### src/rtl/reg_file_renamed_pkg.sv
// Shared constants and types for the renamed register file.
// Widths for register index, ROB tag and data, plus the tag-update bundle.
package reg_file_renamed_pkg;

    localparam int XLEN      = 32;
    localparam int REG_IDX_W = 5;
    localparam int ROB_TAG_W = 4;
    localparam int ROB_SIZE_W = 4;
    localparam int NUM_REGS  = 1 << REG_IDX_W;

    localparam logic [ROB_TAG_W-1:0] TAG_NONE = '0;

    typedef logic [XLEN-1:0]      xword_t;
    typedef logic [REG_IDX_W-1:0] ridx_t;
    typedef logic [ROB_TAG_W-1:0] rtag_t;

    typedef struct packed {
        logic  valid;
        ridx_t idx;
        rtag_t tag;
    } tag_upd_t;

    function automatic logic idx_live(ridx_t i);
        return i != '0;
    endfunction

endpackage

### src/rtl/reg_file_renamed_reg_status_table.sv
// Rename-tag table: one pending ROB tag per register (0 = ready).
// Ports: clk_i/rst_ni, en_i hold, rename/clear updates, flush, 2 tag reads.
module reg_status_table
    import reg_file_renamed_pkg::*;
(
    input  logic                 clk_i,
    input  logic                 rst_ni,
    input  logic                 en_i,
    input  logic                 ren_valid_i,
    input  logic [REG_IDX_W-1:0] ren_idx_i,
    input  logic [ROB_TAG_W-1:0] ren_tag_i,
    input  logic                 clr_valid_i,
    input  logic [REG_IDX_W-1:0] clr_idx_i,
    input  logic [ROB_TAG_W-1:0] clr_tag_i,
    input  logic                 flush_i,
    input  logic [REG_IDX_W-1:0] rd1_idx_i,
    output logic [ROB_TAG_W-1:0] rd1_tag_o,
    input  logic [REG_IDX_W-1:0] rd2_idx_i,
    output logic [ROB_TAG_W-1:0] rd2_tag_o
);

    rtag_t    tags_q [NUM_REGS];
    rtag_t    tags_d [NUM_REGS];
    tag_upd_t ren;
    tag_upd_t clr;

    assign ren = '{valid: ren_valid_i, idx: ren_idx_i, tag: ren_tag_i};
    assign clr = '{valid: clr_valid_i, idx: clr_idx_i, tag: clr_tag_i};

    // Clear only if the tag still names the committing entry; a
    // younger rename must survive. Rename is applied last so it wins.
    always_comb begin
        for (int i = 0; i < NUM_REGS; i++) begin
            tags_d[i] = tags_q[i];
        end
        if (en_i) begin
            if (clr.valid && idx_live(clr.idx)
                && tags_q[clr.idx] == clr.tag) begin
                tags_d[clr.idx] = TAG_NONE;
            end
            if (flush_i) begin
                for (int i = 0; i < NUM_REGS; i++) begin
                    tags_d[i] = TAG_NONE;
                end
            end else if (ren.valid && idx_live(ren.idx)) begin
                tags_d[ren.idx] = ren.tag;
            end
        end
    end

    always_ff @(posedge clk_i or negedge rst_ni) begin
        if (!rst_ni) begin
            for (int i = 0; i < NUM_REGS; i++) begin
                tags_q[i] <= TAG_NONE;
            end
        end else begin
            for (int i = 0; i < NUM_REGS; i++) begin
                tags_q[i] <= tags_d[i];
            end
        end
    end

    assign rd1_tag_o = tags_q[rd1_idx_i];
    assign rd2_tag_o = tags_q[rd2_idx_i];

endmodule

### src/rtl/reg_file_renamed.sv
// Architectural register file with rename tags and CDB commit/bypass.
// Ports: rename (issue), rs1/rs2 {val,tag} reads, CDB commit, flush, count.
module reg_file_renamed
    import reg_file_renamed_pkg::*;
(
    input  logic                 clk_in,
    input  logic                 rst_in,
    input  logic                 rdy_in,
    input  logic                 rename_valid,
    input  logic [REG_IDX_W-1:0] rename_rd_idx,
    input  logic [ROB_TAG_W-1:0] rename_tag,
    input  logic [REG_IDX_W-1:0] rs1_idx,
    input  logic [REG_IDX_W-1:0] rs2_idx,
    output logic [XLEN-1:0]      rs1_val,
    output logic [ROB_TAG_W-1:0] rs1_tag,
    output logic [XLEN-1:0]      rs2_val,
    output logic [ROB_TAG_W-1:0] rs2_tag,
    input  logic                 cdb_active,
    input  logic [ROB_TAG_W-1:0] cdb_tag,
    input  logic [XLEN-1:0]      cdb_val,
    input  logic [REG_IDX_W-1:0] cdb_rd_idx,
    input  logic                 predict_fail,
    output logic [31:0]          commit_count
);

    xword_t      regs_q [NUM_REGS];
    logic [31:0] cnt_q;
    logic [31:0] cnt_d;
    logic        commit;
    rtag_t       t1_raw;
    rtag_t       t2_raw;
    logic        byp1;
    logic        byp2;

    assign commit = cdb_active && (cdb_tag != TAG_NONE)
                    && idx_live(cdb_rd_idx);

    reg_status_table u_status (
        .clk_i       (clk_in),
        .rst_ni      (rst_in),
        .en_i        (rdy_in),
        .ren_valid_i (rename_valid),
        .ren_idx_i   (rename_rd_idx),
        .ren_tag_i   (rename_tag),
        .clr_valid_i (commit),
        .clr_idx_i   (cdb_rd_idx),
        .clr_tag_i   (cdb_tag),
        .flush_i     (predict_fail),
        .rd1_idx_i   (rs1_idx),
        .rd1_tag_o   (t1_raw),
        .rd2_idx_i   (rs2_idx),
        .rd2_tag_o   (t2_raw)
    );

    assign cnt_d = cnt_q + 32'd1;

    always_ff @(posedge clk_in or negedge rst_in) begin
        if (!rst_in) begin
            for (int i = 0; i < NUM_REGS; i++) begin
                regs_q[i] <= '0;
            end
            cnt_q <= '0;
        end else if (rdy_in && commit) begin
            regs_q[cdb_rd_idx] <= cdb_val;
            cnt_q              <= cnt_d;
        end
    end

    // Forward the committing value only to a reader still waiting on
    // exactly that producer; commit already excludes x0.
    assign byp1 = commit && rs1_idx == cdb_rd_idx && t1_raw == cdb_tag;
    assign byp2 = commit && rs2_idx == cdb_rd_idx && t2_raw == cdb_tag;

    always_comb begin
        rs1_val = regs_q[rs1_idx];
        rs1_tag = t1_raw;
        if (!idx_live(rs1_idx)) begin
            rs1_val = '0;
            rs1_tag = TAG_NONE;
        end else if (byp1) begin
            rs1_val = cdb_val;
            rs1_tag = TAG_NONE;
        end
    end

    always_comb begin
        rs2_val = regs_q[rs2_idx];
        rs2_tag = t2_raw;
        if (!idx_live(rs2_idx)) begin
            rs2_val = '0;
            rs2_tag = TAG_NONE;
        end else if (byp2) begin
            rs2_val = cdb_val;
            rs2_tag = TAG_NONE;
        end
    end

    assign commit_count = cnt_q;

endmodule
### config.mk
export PLATFORM = sky130hd
export DESIGN_NAME = reg_file_renamed
export DESIGN_NICKNAME = d
export VERILOG_FILES = /design/src/rtl/reg_file_renamed_pkg.sv /design/src/rtl/reg_file_renamed_reg_status_table.sv /design/src/rtl/reg_file_renamed.sv
export SDC_FILE = /design/constraint.sdc
export NUM_CORES = 2
export LEC_CHECK = 0
export CAP_MARGIN = 20
export CORE_UTILIZATION = 45
export CTS_CLUSTER_DIAMETER = 30
export CTS_CLUSTER_SIZE = 25
export DETAILED_ROUTE_END_ITERATION = 6
export PLACE_DENSITY = 0.6
export SLEW_MARGIN = 0
export SYNTH_ARGS = -nofsm -noshare
export SYNTH_HDL_FRONTEND = slang
export SYNTH_HIERARCHICAL = 1
export SYNTH_SLANG_ARGS = --single-unit
### constraint.sdc
create_clock -name clk_in -period 7.92 [get_ports clk_in]
set_input_delay 1.188 -clock clk_in [delete_from_list [all_inputs] [get_ports clk_in]]
set_output_delay 1.188 -clock clk_in [all_outputs]
set_load 0.005 [all_outputs]
==> metrics.txt <==
WL final between 200 and 250 mm; worst path bufs/invs 2; result of the run finished, final reports clean; number of global-route vias before repair 48488; cts hold-fix bufs 0; critical path class in -> out; Leakage ~0.035 µW; pin count of the biggest net entering global routing 160; post-detailed-route DRC marker count 0; Post-synth EDFFs 0; Num CTS Buffers 312; FFs w/ async S/R, synth 1.00; Power per Cell Area about 280 mW/mm²; proportion of power drawn by the clock network 0.560; average routed wire per standard cell about 31 µm; I/O pin cnt 170; net switching share of the total power 0.243; cell total after placement ~6600; number of synthesized register bits ~1200; delay of the slowest critical-path stage ~0.97 ns; worst relative slew slack 0.175; Root Buffer sky130_fd_sc_hd__clkbuf_16; layout overhead on the synthesized area 21.3%; post-route minimum period 7.14 ns; buffers from clock root to sink, at most 4; number of nets with antenna violations after detailed routing 0; kind of cell with the highest combined delay on the critical path buffers and inverters; x dimension of the die just under 400 µm; internal power summed over all cells ~17000 µW; total number of vias about 47000; top flip-flop cell by instance count after synthesis sky130_fd_sc_hd__dfrtp_1; kind of capture point of the worst setup path output port; worst slew pin tran roughly 1.2 ns; worst hold path class in -> async; highest attainable clock frequency approximately 0.14 GHz; final setup margin ~0.78 ns; wire length of the first global-routing pass 330 mm; post-CTS clock slew at the launch and capture registers of the worst setup and hold paths about 0.040 ns; number of nets in the final layout ~5100; total of endpoints with negative setup slack in the final report 0; Chip Height 385 µm; post-cts sizing count 0; part of the total power dissipated in combinational logic 0.118; largest vdd supply drop approximately 0.25 mV; required time worst endpoint between 6 and 7 ns; net count of the mapped netlist approximately 5100; Final Cycle Share 0.901; Setup Skew 0.0470 ns; worst skew pair latency ~0.90 ns; Switch Pwr roughly 5500 µW; cell mode on critical path sky130_fd_sc_hd__clkdlybuf4s50_1; synthesized area per cell around 13 µm²; data arrival time at the worst-slack endpoint approximately 6.0 ns; accumulated negative setup slack 0 ns; die area 0.148 mm²; leading post-synthesis cells by cell area sky130_fd_sc_hd__dfrtp_1, sky130_fd_sc_hd__mux2_2, sky130_fd_sc_hd__mux4_2; number of cells in the finished layout apart from fillers 7210; largest area contributor in the netlist sky130_fd_sc_hd__dfrtp_1; combined area of all synthesized cells 0.0660 mm²; sequential share of power 0.322; count of port buffers added during placement roughly 170; sequential cell area fraction in the yosys report 0.449; overall track demand over capacity in global routing 0.304; crit-path max FO 25; Hold Violations, Final 0; Initial DRC Count between 4000 and 5000; count of different cell masters after synthesis 78; fraction of post-synthesis cell area in the top cell type by area 0.449; Pwr Total around 23000 µW; number of H-tree branching levels 5; commonest cells after routing, fill and taps aside sky130_fd_sc_hd__dfrtp_1, sky130_fd_sc_hd__mux2_2, sky130_fd_sc_hd__mux4_2; via count normalized by instance count 6.56; Starting Density 0.453; Yosys warning count 6; layout cells sized above 1 0.422; number of detailed-route iterations in the first pass 7; buffers inserted during post-CTS setup optimization 0; standard cell with the maximum stage delay on the critical path sky130_fd_sc_hd__clkdlybuf4s50_1; Num Clock Sinks about 1200; number of max-cap violations 0; cells after synthesis 4992; antenna violations before repair 5; max-slew violations 0; Placer Congestion roughly 0.95; launching element type of the critical path input port; worst slack after detailed placement 1.02 ns; CTS tree yes; most common cell after layout, fill and taps aside sky130_fd_sc_hd__dfrtp_1; unrepaired setup endpoints after global routing no; critical path cell sequence clkdlybuf4s50_1 -> mux4_2 -> mux2_2 -> xnor2_1 -> nand4_1 -> or4_2 -> nand3_1 -> o21ai_0 -> clkdlybuf4s50_1; Floorplan Core Area ~0.15 mm²; FP Rows between 100 and 150; smallest hold slack between 0.3 and 0.4 ns; total congestion overflow after global routing 0; half-perimeter wire length of the detailed placement result ~120 mm
==> flip-flops by register name (all words and copies together) (netlist names) <==
name,flops
commit_count,32
u_status/tags_q,128
regs_q,1024
==> power groups by stage <==
stage	clock (µW)	combinational, µW	sequential (µW)
CTS	12800	2670	7290
finish	12700	2690	7310
floorplan	0	1910	7180
global placement	0	2620	7320
global route	13200	2880	7400
detailed placement	0	2660	7360
==> final timing paths <==
| kind | from | to | slack (ns) | cells after the start |
|---|---|---|---|---|
| worst max register to register | u_status/tags_q[119] | u_status/tags_q[70] | 4.41 | 9 |
| worst max-delay path | rs1_idx[2] | rs1_val[30] | 0.78 | 9 |
| worst min register to register | regs_q[992] | regs_q[992] | 0.40 | 0 |
| min in group clk_in | regs_q[992] | regs_q[992] | 0.40 | 0 |
| max in group asynchronous | rst_in | regs_q[292] | 5.75 | 3 |
| worst min-delay path | rst_in | regs_q[976] | 0.34 | 1 |
==> cell families after synthesis <==
group	synth area share
AO/OA/AOI/OAI	0.0572
adder cells (fa/ha/maj)	0.000190
flip-flops	0.449
AND/OR/NAND/NOR	0.0670
XOR/XNOR	0.00715
buffers and inverters	0.0379
multiplexers	0.381
==> worst register-to-register path, delay by kind of cell (launching register included) <==
family | cells | cell delay [ns]
and+or+nand+nor | 3 | 0.86
DFF | 1 | 0.42
xor gates and xnor gates | 1 | 0.43
AOI/OAI and AO/OA | 3 | 0.94
buffers and inverters | 1 | 0.38
muxes | 1 | 0.40
==> stage by stage <==
step           instance area [µm²]   util
3_3_place_gp                 68900  0.474
4_1_cts                      79600  0.547
2_1_floorplan                66000      -
5_1_grt                      80000  0.549
6_report                     80000  0.549
3_5_place_dp                 69000  0.474
==> cells in the mapped netlist (19+ instances only) <==
cell type / count
sky130_fd_sc_hd__a32o_1: 20
sky130_fd_sc_hd__mux4_2: 471
sky130_fd_sc_hd__o22ai_1: 146
sky130_fd_sc_hd__dfrtp_1: 1184
sky130_fd_sc_hd__clkbuf_1: 307
sky130_fd_sc_hd__mux2i_1: 185
sky130_fd_sc_hd__o221ai_1: 61
sky130_fd_sc_hd__mux2_1: 104
sky130_fd_sc_hd__o21ai_0: 151
sky130_fd_sc_hd__buf_1: 38
sky130_fd_sc_hd__xnor2_1: 47
sky130_fd_sc_hd__nor3_1: 200
sky130_fd_sc_hd__a221o_1: 62
sky130_fd_sc_hd__mux2_2: 1023
sky130_fd_sc_hd__nor2_1: 218
sky130_fd_sc_hd__nand2_1: 184
sky130_fd_sc_hd__nand3_1: 111
sky130_fd_sc_hd__buf_2: 166
sky130_fd_sc_hd__a22oi_1: 23
sky130_fd_sc_hd__and3_1: 19
sky130_fd_sc_hd__buf_4: 24
==> metal layers <==
metal  vias to the layer above  wire [µm]  GRT usage
li1                      19376          -          -
met1                     25055      90900      0.410
met2                      2319     104000      0.469
met3                       539      19900     0.0730
met4                         2       8820      0.125
met5                         -         20          0
==> final cells by class <==
| class | count | area (µm²) |
|---|---|---|
| fill | 11774 | 65600 |
| multi-input combinational | 3246 | 34200 |
| sequential | 1184 | 29600 |
| clock buffer | 403 | 8650 |
| timing repair buffer | 307 | 3180 |
| tap | 1917 | 2400 |
| clock inverter | 139 | 1910 |
| inverter | 12 | 45.0 |
| antenna | 2 | 5.00 |
Note: power is estimated with default switching activity, not from simulation.
